--- config.mk ---
export PLATFORM = sky130hd
export DESIGN_NAME = pwm_multichannel
export DESIGN_NICKNAME = d
export VERILOG_FILES = /design/src/rtl/pwm_pkg.sv /design/src/rtl/pwm_channel.sv /design/src/rtl/pwm_multichannel.sv
export SDC_FILE = /design/constraint.sdc
export NUM_CORES = 1
export LEC_CHECK = 0
export BUFFER_PORTS_ARGS = -buffer_cell sky130_fd_sc_hd__buf_2
export CELL_PAD_IN_SITES_DETAIL_PLACEMENT = 1
export CELL_PAD_IN_SITES_GLOBAL_PLACEMENT = 1
export CORE_MARGIN = 10
export CORE_UTILIZATION = 52
export DETAILED_ROUTE_END_ITERATION = 6
export PLACE_DENSITY = 0.87
export SLEW_MARGIN = 20
export SYNTH_ARGS = -nofsm -noshare
export SYNTH_HDL_FRONTEND = slang
export SYNTH_SLANG_ARGS = --single-unit
--- constraint.sdc ---
create_clock -name clock -period 3.6 [get_ports clock]
set_input_delay 0.36 -clock clock [delete_from_list [all_inputs] [get_ports clock]]
set_output_delay 0.36 -clock clock [all_outputs]
set_load 0.01 [all_outputs]
--- src/rtl/pwm_pkg.sv ---
// Shared defaults and helpers for the multi-channel PWM generator.
package pwm_pkg;

   localparam int DEF_WIDTH        = 8;
   localparam int DEF_PRESCALE_DIV = 4100;
   localparam int DEF_SAT_HIGH     = 250;

   // Smallest number of bits n with 2**n >= value.
   function automatic int clog2(input int value);
      int result;
      result = 0;
      while ((1 << result) < value) begin
         result++;
      end
      return result;
   endfunction

endpackage

--- src/rtl/pwm_channel.sv ---
// One PWM compare channel: double-buffered duty, saturation/compare, polarity flop.
module pwm_channel
   import pwm_pkg::*;
#(
   parameter int   WIDTH    = DEF_WIDTH,
   parameter int   SAT_HIGH = DEF_SAT_HIGH,
   parameter logic POLARITY = 1'b0
) (
   input  logic             clock,
   input  logic             reset_InLow,
   input  logic             i_enable,
   input  logic             i_load,
   input  logic             i_transfer,
   input  logic [WIDTH-1:0] i_duty,
   input  logic [WIDTH-1:0] i_cnt,
   output logic             o_pwm
);

   logic [WIDTH-1:0] r_pending;
   logic [WIDTH-1:0] r_active;
   logic             r_pwm;
   logic             w_raw;

   // Raw active level from the duty currently in force and the shared period count.
   always_comb begin
      // NOTE: default assignment first so no path leaves w_raw unassigned (no latch).
      w_raw = 1'b0;
      if (int'(r_active) >= SAT_HIGH) begin
         w_raw = 1'b1;
      end else if (r_active != '0) begin
         w_raw = (i_cnt < r_active);
      end
   end

   // Duty double buffer; a load coinciding with a transfer goes straight to active.
   always_ff @(posedge clock or negedge reset_InLow) begin
      if (!reset_InLow) begin
         r_pending <= '0;
         r_active  <= '0;
         r_pwm     <= POLARITY;
      end else begin
         // NOTE: non-blocking assignments so every flop samples pre-edge values.
         if (i_load) begin
            r_pending <= i_duty;
         end
         if (i_transfer) begin
            r_active <= i_load ? i_duty : r_pending;
         end
         r_pwm <= i_enable ? (w_raw ^ POLARITY) : POLARITY;
      end
   end

   assign o_pwm = r_pwm;

endmodule

--- src/rtl/pwm_multichannel.sv ---
// Multi-channel PWM: shared prescaler and period counter, phase-aligned compare channels.
module pwm_multichannel
   import pwm_pkg::*;
#(
   parameter int                    N_CHANNELS   = 4,
   parameter int                    WIDTH        = DEF_WIDTH,
   parameter int                    PRESCALE_DIV = DEF_PRESCALE_DIV,
   parameter int                    SAT_HIGH     = DEF_SAT_HIGH,
   parameter logic [N_CHANNELS-1:0] POLARITY     = {N_CHANNELS{1'b0}}
) (
   input  logic                        clock,
   input  logic                        reset_InLow,
   input  logic                        enable,
   input  logic                        load,
   input  logic [N_CHANNELS*WIDTH-1:0] duty_InBus,
   output logic [N_CHANNELS-1:0]       outPWM,
   output logic                        period_start
);

   localparam int               PS_W     = (PRESCALE_DIV > 1) ? clog2(PRESCALE_DIV) : 1;
   localparam logic [PS_W-1:0]  PS_LAST  = PS_W'(PRESCALE_DIV - 1);
   // Last counter value of a period: MAX-1, so cnt never reaches MAX.
   localparam logic [WIDTH-1:0] CNT_LAST = WIDTH'((2 ** WIDTH) - 2);

   logic [PS_W-1:0]  r_presc;
   logic [WIDTH-1:0] r_cnt;
   logic             r_wrapped;
   logic             r_period_start;
   logic             w_tick;
   logic             w_boundary;
   logic             w_transfer;

   assign w_tick     = (r_presc == PS_LAST);
   assign w_boundary = w_tick && (r_cnt == CNT_LAST);
   // While disabled the channels track pending every cycle so re-enable uses the latest duty.
   assign w_transfer = w_boundary || !enable;

   // Prescaler, period counter and period-start strobe; all held cleared while disabled.
   // The strobe is delayed one clock after the wrap so it lines up with the first
   // registered output of the new period.
   always_ff @(posedge clock or negedge reset_InLow) begin
      if (!reset_InLow) begin
         r_presc        <= '0;
         r_cnt          <= '0;
         r_wrapped      <= 1'b0;
         r_period_start <= 1'b0;
      end else if (!enable) begin
         r_presc        <= '0;
         r_cnt          <= '0;
         r_wrapped      <= 1'b0;
         r_period_start <= 1'b0;
      end else begin
         r_presc <= w_tick ? '0 : r_presc + 1'b1;
         if (w_tick) begin
            r_cnt <= (r_cnt == CNT_LAST) ? '0 : r_cnt + 1'b1;
         end
         r_wrapped      <= w_boundary;
         r_period_start <= r_wrapped;
      end
   end

   assign period_start = r_period_start;

   for (genvar k = 0; k < N_CHANNELS; k++) begin : g_ch
      pwm_channel #(
         .WIDTH    (WIDTH),
         .SAT_HIGH (SAT_HIGH),
         .POLARITY (POLARITY[k])
      ) u_ch (
         .clock       (clock),
         .reset_InLow (reset_InLow),
         .i_enable    (enable),
         .i_load      (load),
         .i_transfer  (w_transfer),
         .i_duty      (duty_InBus[k*WIDTH +: WIDTH]),
         .i_cnt       (r_cnt),
         .o_pwm       (outPWM[k])
      );
   end

endmodule

Word-level counts from Yosys, hierarchy flattened:

Cells that the tools add are included.

* flip-flop bits (word level): 91
* input port bits: 36
* output and inout port bits: 5

* add/sub/neg operators: 2
* $lt $le $gt $ge: 8
* equal/unequal tests: 3
* mux-type cells: 23
* reductions and logical operators: 7

Operators with widths (number)
* $mux 8: 7
* $ge 8x8->1 const B: 4
* $lt 8x8->1: 4
* $reduce_bool 8->1: 4
* $mux 13: 2
* $mux 1: 14
* $add 13x1->13 const B: 1
* $eq 13x13->1 const B: 1
* $add 8x1->8 const B: 1
* $eq 8x8->1 const B: 1
* $ne 2x1->1 const B: 1
* $logic_and 1x1->1: 1
* $logic_not 1->1: 1
* $logic_or 1x1->1: 1

Logic depth before layout (Yosys ltp):

* depth after elaboration: 4
* depth in mapped cells: 8
* depth with buffers taken out: 7

By module:

From an unflattened synthesis, not the netlist that was laid out.

* cells, all modules: 408
* area, all modules: 4461.8 um2

By module, submodules not included
* pwm_channel: times used 4, cells each 73, area each 825.8 um2, seq. area each 425.4 um2
* pwm_multichannel: times used 1, cells each 116, area each 1158.6 um2, seq. area each 575.6 um2

Worst setup path after synthesis:

No wires, ideal clock.

* path type: flip-flop to flip-flop
* from: register r_presc[0]
* to: register g_ch[0].u_ch.r_active[0]
* setup time: 0.127 ns
* data arrival time: 1.943 ns
* data required time: 3.473 ns
* slack: 1.530 ns
* cell stages (with the launch flop): 7
* path buffers: 1
* cells stage by stage: dfrtp_1 ha_1 nor4b_2 nand3_2 o21ai_4 buf_6 mux2_1

* longest elaborated chain between the ends: 3

RTL lines
* from (decl): RTL line pwm_multichannel.sv:25 `logic [PS_W-1:0] r_presc;`
* from (signal assigned): RTL line pwm_multichannel.sv:53 `r_presc <= w_tick ? '0 : r_presc + 1'b1;`
* $eq 13x13->1: RTL line pwm_multichannel.sv:33 `assign w_tick = (r_presc == PS_LAST);`
* $logic_and 1x1->1: RTL line pwm_multichannel.sv:34 `assign w_boundary = w_tick && (r_cnt == CNT_LAST);`
* $logic_or 1x1->1: RTL line pwm_multichannel.sv:36 `assign w_transfer = w_boundary || !enable;`
* to (signal assigned): RTL line pwm_channel.sv:47 `r_active <= i_load ? i_duty : r_pending;`
* to (decl): RTL line pwm_channel.sv:20 `logic [WIDTH-1:0] r_active;`

No other way between the ends.
A chain may end at the register's enable or synchronous reset.

Final worst setup path:

* from: register r_presc[0]
* to: register g_ch[1].u_ch.r_active[6]

* longest elaborated chain between the ends: 3

RTL lines (RTL line)
* $eq 13x13->1: pwm_multichannel.sv:33
* $logic_and 1x1->1: pwm_multichannel.sv:34
* $logic_or 1x1->1: pwm_multichannel.sv:36
* to (signal assigned): pwm_channel.sv:47
* to (decl): pwm_channel.sv:20

No other way between the ends.

==> flow_metrics.py <==
metrics = {
    "routing": {
        "wirelength_um": 10300,
        "wl_per_cell_um": 19.6,
        "num_vias": 3088,
        "drt_first_pass_iters": 4,
        "route.detailed.drc": 0,
        "number_of_nets_with_antenna_violations_after_routing": 0,
        "initialDrtViolationCount": 108,
        "post_drt_via_cell_ratio": 5.86,
    },
    "sta": {
        "clock.fmax_mhz": 371,
        "timing.setup.tns_ps": 0,
        "timing_worst_slew_pin_value_ps": 799,
        "slew-limit-headroom": 0.467,
        "setup_viol_count_final": 0,
        "final-max-slew-violation-count": 0,
        "final_min_period_over_clock_period": 0.749,
        "hold_viol_final": 0,
        "grt_setup_unrepaired": "false",
        "timing.final.ws_setup_ps": 904,
        "fin_crit_ps": 2700,
        "fin_skew_ps": 13.9,
    },
    "floorplan": {
        "die_area_um2": 12800,
        "ios": 41,
        "initial_core_util": 0.542,
        "dieHeight_um": 113,
        "fp-row-count": 33,
        "die_w_um": 113,
        "core_area_um2": 8300,
    },
    "clocking": {
        "tritoncts_buffer_count": 9,
        "ctsResizeCount": 0,
        "ctsLongestPathBuffers": 2,
        "post-cts-setup-buffer-count": 0,
        "cts_stage_hold_buffer_count": 0,
        "clockRootBuffer": "sky130_fd_sc_hd__clkbuf_8",
        "cts-htree-levels": 3,
        "clock_insertion_delay_worst_skew_ps": 360,
        "cts_num_sinks": 91,
        "clkSlewWorstSetupHoldPaths_ps": 100,
        "cts_tree": "done",
    },
    "final_layout": {
        "final-instance-count-excl-fill": 527,
        "design.final.nets": 484,
        "num_antenna_cells": 0,
        "growth_of_design_area_from_synthesis_to_finish_pct": 10.1,
        "nFillCells": 876,
        "layout-drive-gt1-share": 0.242,
        "final_instance_area_um2": 4950,
    },
    "placement": {
        "pre_cts_slack_ps": 911,
        "post-place-cells": 511,
        "postPlaceCellArea_um2": 4760,
        "placement.io_buffers": 40,
        "finalWeightedCongestion": 0.827,
        "post-dp-hpwl_um": 7100,
    },
    "critical_path": {
        "worst_path_dominant_cell_family": "compound AO/OA/AOI/OAI gates",
        "crit-reg2reg-launch": "r_presc[0]$_DFF_PN0_",
        "startpoint_type": "flop",
        "timing.critical_path.arrival_ps": 2940,
        "crit_chain": "ha_1 > nor4b_2 > nand3_2 > o21ai_4 > buf_4 > mux2_1",
        "crit_required_ps": 3840,
        "worst-path-max-fanout": 20,
        "timing.critical_path.to": "g_ch[1].u_ch.r_active[6]$_DFFE_PN0P_",
        "worst_reg_to_reg_setup_slack_ps": 900,
        "crit_slowest_cell": "sky130_fd_sc_hd__o21ai_4",
        "worst-setup-path-type": "reg2reg",
        "worstPathBufferInverterCount": 1,
        "crit_path_max_incr_delay_ps": 650,
        "timing.critical_path.from": "r_presc[0]$_DFF_PN0_",
        "endpoint_kind": "flop",
        "cp.depth": 6,
        "rr_worst_depth": 6,
        "timing.rr.end": "g_ch[1].u_ch.r_active[6]$_DFFE_PN0P_",
    },
    "global_routing": {
        "grt_max_degree": 92,
        "grt_total_usage": 0.167,
        "leftover_overflow_at_the_end_of_global_routing": 0,
        "number_of_global_route_vias_before_repair": 3488,
        "grt_antenna_before_repair": 0,
        "wire_length_of_the_first_global_routing_pass_um": 17300,
    },
    "logic_synthesis": {
        "post_synth_edffs": 0,
        "synth_area_leaders": "sky130_fd_sc_hd__dfrtp_1 51%, sky130_fd_sc_hd__mux2_2 9.5%, sky130_fd_sc_hd__ha_1 8.6%",
        "ys.flop_type": "sky130_fd_sc_hd__dfrtp_1",
        "synth_cells": 378,
        "post_synth.cell_area_avg_um2": 11.9,
        "post_synth_cell_types": 40,
        "ys.warnings.count": 0,
        "synth_seq_cells": 91,
        "async_flop_share": 1.00,
        "synthDominantCellAreaShare": 0.506,
        "post_synth_instance_area_um2": 4500,
        "post-synth-top-area-cell": "sky130_fd_sc_hd__dfrtp_1",
        "yosysSeqAreaShare": 0.506,
        "postSynthNetCount": 445,
    },
    "power": {
        "worst_supply_voltage_drop_on_vdd_mv": 0.189,
        "finalPower_mw": 2.17,
        "pwr_density_cell_nw_per_um2": 439,
        "leak_pwr_nw": 2.29,
    },
    "flow_run": {
        "max_cap_viol": 0,
    },
    "min_path": {
        "worstHoldPathType": "in2async",
    },
    "run_status": {
        "run_status": "complete, no violations",
    },
}
-- registers in the layout, summed over array words and instances, names as in the netlist --
register and flops:
g_ch.u_ch.r_active 32, g_ch.u_ch.o_pwm 4, r_presc 13, r_cnt 8, r_wrapped 1, g_ch.u_ch.r_pending 32
period_start 1
-- logic make-up after synthesis --
group | share of synthesized area
fa+ha+maj | 0.0863
buf+inv | 0.0467
compound gates | 0.0582
simple gates | 0.121
xor+xnor | 0.0214
flops | 0.506
mux | 0.160
-- metal layers --
metal	track usage	share of wire	up-vias
met2	0.296	0.53	74
met5	0	0	-
met3	0.0475	0.046	28
met4	0.0736	0.028	0
met1	0.181	0.40	1563
li1	-	-	1423
-- cell usage after synthesis, types with 8 or more instances --
master and n:
sky130_fd_sc_hd__nor4_1 10, sky130_fd_sc_hd__dfrtp_1 91, sky130_fd_sc_hd__nor2_1 19, sky130_fd_sc_hd__xor2_1 9, sky130_fd_sc_hd__mux2_1 26, sky130_fd_sc_hd__inv_1 32
sky130_fd_sc_hd__ha_1 31, sky130_fd_sc_hd__o21ai_0 8, sky130_fd_sc_hd__nand4_1 14, sky130_fd_sc_hd__nand2_1 15, sky130_fd_sc_hd__mux2_2 38, sky130_fd_sc_hd__a21oi_1 10
-- metrics by stage --
stage | utilization | hold WS [ps]
floorplan | - | 64.4
global placement | 0.573 | 451
detailed placement | 0.573 | 457
CTS | 0.596 | 232
global route | 0.597 | 125
finish | 0.597 | 70.0
-- final cells by class --
| type | count | area [µm²] | share of cell area |
|---|---|---|---|
| Timing Repair Buffer | 42 | 221 | 0.0447 |
| Tap cell | 105 | 131 | 0.0265 |
| Clock inverter | 6 | 63.8 | 0.0129 |
| Multi-Input combinational cell | 241 | 2010 | 0.406 |
| Clock buffer | 10 | 128 | 0.0258 |
| Inverter | 32 | 120 | 0.0243 |
| Sequential cell | 91 | 2280 | 0.460 |
-- how the worst min path moves through the flow --
| stage | cells past startpoint | endpoint | slack, ps |
|---|---|---|---|
| after floorplan | 0 | g_ch[0].u_ch.o_pwm$_DFF_PN0_ | 60 |
| after global placement | 1 | period_start$_DFF_PN0_ | 450 |
| after detailed placement | 1 | period_start$_DFF_PN0_ | 460 |
| after CTS | 2 | g_ch[1].u_ch.r_pending[3]$_DFF_PN0_ | 230 |
| after global routing | 1 | g_ch[3].u_ch.r_pending[6]$_DFF_PN0_ | 130 |
| final | 1 | g_ch[3].u_ch.r_pending[7]$_DFF_PN0_ | 70 |
-- cells in the final DEF (no fill, tap or decap), drive strengths merged, types with 10 or more instances in the layout --
| cell | netlist | routed |
|---|---|---|
| a21oi | 10 | 10 |
| buf | 10 | 42 |
| clkbuf | 4 | 10 |
| dfrtp | 91 | 91 |
| ha | 31 | 31 |
| inv | 32 | 33 |
| mux2 | 64 | 64 |
| nand2 | 15 | 15 |
| nand4 | 14 | 14 |
| nor2 | 19 | 19 |
| nor4 | 11 | 11 |
-- power breakdown --
| group | switching (mW) | internal [mW] |
|---|---|---|
| Sequential | 0.0840 | 1.12 |
| Clock | 0.361 | 0.321 |
| Combinational | 0.150 | 0.140 |
Note: power is estimated with default switching activity, not from simulation.
